--- src/rtl/fifo_rd_framer.sv ---
// ============================================================================
// Module   : fifo_rd_framer
// Purpose  : Read-side consumer for an async FIFO. Pops words into a 2-entry
//            skid buffer and presents them on a registered valid/ready
//            stream. Every pkt_len-th beat is tagged as last. The FIFO pop
//            strobe never depends on downstream ready.
// Revision : 1.0  initial release
// ============================================================================
`default_nettype none

module fifo_rd_framer #(
    parameter int DATA_WIDTH = 8,
    parameter int LEN_WIDTH  = 8,
    parameter int CNT_WIDTH  = 16
) (
    input  logic                  rclk,
    input  logic                  rrst_n,
    input  logic                  enable,
    input  logic [LEN_WIDTH-1:0]  pkt_len,
    input  logic [DATA_WIDTH-1:0] fifo_rdata,
    input  logic                  fifo_rempty,
    output logic                  fifo_rinc,
    output logic                  m_valid,
    input  logic                  m_ready,
    output logic [DATA_WIDTH-1:0] m_data,
    output logic                  m_last,
    output logic [CNT_WIDTH-1:0]  word_cnt,
    output logic                  busy
);

    // Buffer occupancy doubles as the control state.
    typedef enum logic [1:0] {
        EMPTY = 2'd0,
        ONE   = 2'd1,
        FULL  = 2'd2
    } occ_t;

    localparam logic [LEN_WIDTH-1:0] C_LEN_ONE = LEN_WIDTH'(1);

    occ_t                  r_occ;
    occ_t                  w_occ_nxt;

    logic                  w_push;
    logic                  w_pop;
    logic                  w_ld_a_in;   // slot A <- incoming FIFO word
    logic                  w_ld_a_b;    // slot A <- slot B (skid drain)
    logic                  w_ld_b;      // slot B <- incoming FIFO word

    logic [DATA_WIDTH-1:0] r_a_data;
    logic                  r_a_last;
    logic [DATA_WIDTH-1:0] r_b_data;
    logic                  r_b_last;

    logic [LEN_WIDTH-1:0]  r_beat_cnt;
    logic [LEN_WIDTH-1:0]  r_len_cur;
    logic [LEN_WIDTH-1:0]  w_len_eff;
    logic                  w_last_in;

    logic [CNT_WIDTH-1:0]  r_word_cnt;

    // Pop strobe uses registered occupancy only; reset gates it so no word is
    // consumed while the buffer is being cleared.
    assign w_push    = rrst_n & enable & ~fifo_rempty & (r_occ != FULL);
    assign w_pop     = m_valid & m_ready;

    assign fifo_rinc = w_push;
    assign m_valid   = (r_occ != EMPTY);
    assign m_data    = r_a_data;
    assign m_last    = r_a_last;
    assign word_cnt  = r_word_cnt;
    assign busy      = (r_occ != EMPTY) | (r_beat_cnt != '0);

    // Packet length is sampled on the first beat of a packet, so a pkt_len
    // change mid-packet only affects the following packet. Zero means one.
    assign w_len_eff = (r_beat_cnt == '0)
                     ? ((pkt_len == '0) ? C_LEN_ONE : pkt_len)
                     : r_len_cur;
    assign w_last_in = (r_beat_cnt == (w_len_eff - C_LEN_ONE));

    // Occupancy state register.
    always_ff @(posedge rclk or negedge rrst_n) begin
        if (!rrst_n) begin
            r_occ <= EMPTY;
        end else begin
            r_occ <= w_occ_nxt;
        end
    end

    // Next occupancy and slot load selects from the push/pop pair.
    always_comb begin
        w_occ_nxt = r_occ;
        w_ld_a_in = 1'b0;
        w_ld_a_b  = 1'b0;
        w_ld_b    = 1'b0;
        case (r_occ)
            EMPTY: begin
                if (w_push) begin
                    w_occ_nxt = ONE;
                    w_ld_a_in = 1'b1;
                end
            end
            ONE: begin
                if (w_push && !w_pop) begin
                    w_occ_nxt = FULL;
                    w_ld_b    = 1'b1;
                end else if (w_push && w_pop) begin
                    w_ld_a_in = 1'b1;
                end else if (w_pop) begin
                    w_occ_nxt = EMPTY;
                end
            end
            FULL: begin
                if (w_pop) begin
                    w_occ_nxt = ONE;
                    w_ld_a_b  = 1'b1;
                end
            end
            default: begin
                w_occ_nxt = EMPTY;
            end
        endcase
    end

    // Head and skid slots; each holds {last, data}.
    always_ff @(posedge rclk or negedge rrst_n) begin
        if (!rrst_n) begin
            r_a_data <= '0;
            r_a_last <= 1'b0;
            r_b_data <= '0;
            r_b_last <= 1'b0;
        end else begin
            if (w_ld_a_in) begin
                r_a_data <= fifo_rdata;
                r_a_last <= w_last_in;
            end else if (w_ld_a_b) begin
                r_a_data <= r_b_data;
                r_a_last <= r_b_last;
            end
            if (w_ld_b) begin
                r_b_data <= fifo_rdata;
                r_b_last <= w_last_in;
            end
        end
    end

    // Beat position within the current packet, advanced on each push.
    always_ff @(posedge rclk or negedge rrst_n) begin
        if (!rrst_n) begin
            r_beat_cnt <= '0;
            r_len_cur  <= C_LEN_ONE;
        end else if (w_push) begin
            r_len_cur  <= w_len_eff;
            r_beat_cnt <= w_last_in ? '0 : (r_beat_cnt + C_LEN_ONE);
        end
    end

    // Count of beats accepted downstream, wrapping naturally.
    always_ff @(posedge rclk or negedge rrst_n) begin
        if (!rrst_n) begin
            r_word_cnt <= '0;
        end else if (w_pop) begin
            r_word_cnt <= r_word_cnt + CNT_WIDTH'(1);
        end
    end

endmodule

`default_nettype wire

--- config.mk ---
export PLATFORM = sky130hd
export DESIGN_NAME = fifo_rd_framer
export DESIGN_NICKNAME = d
export VERILOG_FILES = /design/src/rtl/fifo_rd_framer.sv
export SDC_FILE = /design/constraint.sdc
export NUM_CORES = 1
export LEC_CHECK = 0
export ABC_AREA = 1
export CAP_MARGIN = 10
export CELL_PAD_IN_SITES_DETAIL_PLACEMENT = 1
export CELL_PAD_IN_SITES_GLOBAL_PLACEMENT = 1
export CORE_MARGIN = 2
export CORE_UTILIZATION = 32
export DETAILED_ROUTE_END_ITERATION = 8
export GPL_ROUTABILITY_DRIVEN = 0
export HOLD_SLACK_MARGIN = 0.05
export PLACE_DENSITY = 0.76
export SLEW_MARGIN = 5
export SYNTH_ARGS = -nofsm -noshare
export SYNTH_HDL_FRONTEND = slang
export SYNTH_SLANG_ARGS = --single-unit
export TNS_END_PERCENT = 20
--- constraint.sdc ---
create_clock -name rclk -period 6.7 [get_ports rclk]
set_input_delay 1.005 -clock rclk [delete_from_list [all_inputs] [get_ports rclk]]
set_output_delay 1.005 -clock rclk [all_outputs]
set_load 0.005 [all_outputs]
==> results_dict.tcl <==
set metrics [dict create \
    holdCritStartpoint "word_cnt[15]" \
    crit_fanout 53 \
    antenna_found_initial 0 \
    worstSetupEndpointType "primary output" \
    path_buf_inv 4 \
    io_buffers 48 \
    critPathMostFrequentCell "nand2_1" \
    synth.avg_cell_area_sq_um 7.78 \
    ir_worst_vdd_v 0.000135 \
    rsz0062_at_grt "no" \
    synthDominantCellAreaShare 0.440 \
    r2r_setup_slack_ns 3.60 \
    grt_usage 0.156 \
    finalWirelength_um 7170 \
    die_width_um 99.2 \
    io_pins 49 \
    die_area_sq_mm 0.00984 \
    synth-seq-cells 52 \
    crit_start "rrst_n" \
    diodes 0 \
    switchingPower_mw 0.249 \
    core_sq_mm 0.00876 \
    synth.most_common_cell "nand2_1" \
    setup_viol 0 \
    drt-initial-drc-count 88 \
    cp.required_ns 5.69 \
    root_buffer "clkbuf_8" \
    fin_setup_tns_ns 0 \
    ys_warn_count 0 \
    dieHeight_um 99.2 \
    clockBufferDepth 2 \
    total_power_mw 0.834 \
    min_period_over_period 0.623 \
    cts_buffers 5 \
    tritoncts "done" \
    insertion_delay_ns 0.31 \
    yosys.area.top_type "dfrtp_1" \
    cts_resized 0 \
    synth_cells 373 \
    p_clk_frac 0.279 \
    initial_core_util 0.331 \
    layout_min_cycle_time_ns 4.18 \
    rr_worst_depth 19 \
    p_int_mw 0.585 \
    switching_share 0.298 \
    hold_violations 0 \
    synth_cell_types 33 \
    viasPerCell 4.64 \
    crit_type "primary input to primary output" \
    clock.fmax_mhz 239 \
    syn_nets 398 \
    synth-async-reset-ratio 1.00 \
    tightestPinTransition_ns 0.691 \
    max_stage_delay_ns 0.55 \
    power_frac_comb 0.227 \
    power.density_mw_per_mm2 231 \
    worstHoldEndpoint "word_cnt[15]" \
    cap_violations 0 \
    final_core_util 0.411 \
    slew_headroom 0.538 \
    worst_slack_ns 2.52 \
    crit_family "buffers and inverters" \
    slowest_stage "clkdlybuf4s50_1" \
    status "finished, final reports clean" \
    grt_max_degree 54 \
    synth_edf_count 0 \
    reg2reg_to "r_beat_cnt[3]" \
    clock-sinks 52 \
    yosysSeqAreaShare 0.449 \
    fin_skew_ns 0.00817 \
    synthFlopType "dfrtp_1" \
    p_leak_nw 1.87 \
    cts_max_level 2 \
    grt_pass1_vias 2632 \
    first_pass_iters 4 \
    dp_hpwl_um 5350 \
    ys_top_cells_by_count "nand2_1 (106), dfrtp_1 (51), inv_1 (51)" \
    fin_nets 449 \
    ant_nets 0 \
    r2r_start "r_beat_cnt[0]" \
    postCtsSetupBuffers 0 \
    synth_area_leaders "dfrtp_1 (44%), nand2_1 (14%), inv_1 (6.6%)" \
    cp.arrival_ns 3.17 \
    hp-class "register to register" \
    clkTransAtPathRegs_ns 0.10 \
    drive_above_1_share 0.106 \
    vias 2473 \
    start_kind "primary input" \
    cts_hold_buffers 0 \
    post-place-ws_ns 2.46 \
    cp_cell_sequence "buf_2, buf_4, nand2_1, nor2_1, nand2_1, inv_2, clkdlybuf4s50_1" \
    synth_area_sq_mm 0.00290 \
    post_drt_wl_per_cell_um 13.5 \
    maxSlewViolCount 0 \
    grt_pass1_wl_um 12500 \
    area_growth_pct 24.3 \
    hold_depth 1 \
    grt_overflow 0 \
    drc 0 \
    fp-row-count 34 \
    seq_power_share 0.494 \
]
worst max path at each step:
stage / end / depth (start not counted)
floorplan: r_beat_cnt[2] / 19
global placement: fifo_rinc / 7
detailed placement: fifo_rinc / 7
CTS: fifo_rinc / 7
global route: fifo_rinc / 7
finish: fifo_rinc / 7
layer usage:
layer | global-route usage | share of wire | vias up
li1 | - | - | 1257
met1 | 0.208 | 0.48 | 1174
met2 | 0.262 | 0.48 | 37
met3 | 0.0260 | 0.028 | 5
met4 | 0.0421 | 0.010 | 0
met5 | 0 | 0 | -
flip-flops by register name (all words and copies together) (netlist names):
name	cells
word_cnt	16
m_data	8
r_b_data	8
r_beat_cnt	8
r_len_cur	8
r_occ	2
m_last	1
r_b_last	1
metrics by stage:
step / area (sq um) / cells / hold WS [ns]
floorplan: 2900 / 373 / 0.453
global placement: 3480 / 525 / 0.466
detailed placement: 3480 / 525 / 0.473
CTS: 3610 / 533 / 0.488
global route: 3610 / 533 / 0.518
finish: 3610 / 533 / 0.482
cell usage in the layout, fill, tap and decap left out, types with 2 or more instances in the layout:
| cell | netlist | layout |
|---|---|---|
| a21oi_1 | 3 | 3 |
| clkbuf_8 | 0 | 6 |
| clkdlybuf4s50_1 | 0 | 47 |
| dfrtp_1 | 51 | 51 |
| ha_1 | 4 | 4 |
| inv_1 | 51 | 51 |
| inv_2 | 8 | 8 |
| nand2_1 | 106 | 106 |
| nand2_2 | 12 | 12 |
| nand2_4 | 3 | 3 |
| nand3_1 | 30 | 30 |
| nand4_1 | 4 | 4 |
| nor2_1 | 24 | 24 |
| nor2_2 | 5 | 5 |
| nor2_4 | 2 | 2 |
| nor3_1 | 5 | 5 |
| o211ai_1 | 8 | 8 |
| o21ai_0 | 16 | 16 |
| o21ai_1 | 2 | 2 |
| xnor2_1 | 6 | 6 |
| xor2_1 | 17 | 17 |
layout make-up:
class / instances / area [sq um]
sequential: 52 / 1300
timing repair buffer: 49 / 483
fill: 1082 / 5160
tap: 108 / 135
clock inverter: 2 / 38.8
multi-input combinational: 256 / 1340
inverter: 60 / 225
clock buffer: 6 / 82.6
worst register-to-register path, cell delays in order, from the launching register on:
cell	delay, ns
dfrtp_1	0.44
inv_1	0.11
ha_1	0.20
nand3_1	0.14
nor2_4	0.35
or2_2	0.19
nand2_2	0.12
ha_1	0.29
xnor2_1	0.22
inv_1	0.06
nand2_1	0.07
nand3_1	0.07
nor2_1	0.13
nand2_1	0.07
inv_1	0.05
nand2_1	0.05
nor2_2	0.15
nand3_2	0.16
nand2_1	0.10
inv_1	0.04
power by group through the flow:
stage	Clock [mW]	Sequential, mW	Combinational [mW]
floorplan	0	0.402	0.109
global placement	0	0.415	0.184
detailed placement	0	0.418	0.191
CTS	0.240	0.412	0.193
global route	0.248	0.419	0.218
finish	0.233	0.412	0.189
logic make-up (layout without fill, tap and decap cells):
group           Yosys count  in the layout  synth area share
fa+ha+maj                 4              4            0.0172
simple gates            198            198             0.311
mux                       1              1           0.00388
buf+inv                  65            117            0.0897
xor+xnor                 23             23            0.0694
compound gates           30             30            0.0595
flops                    52             52             0.449
No activity file was read; power rests on OpenSTA's default activity.
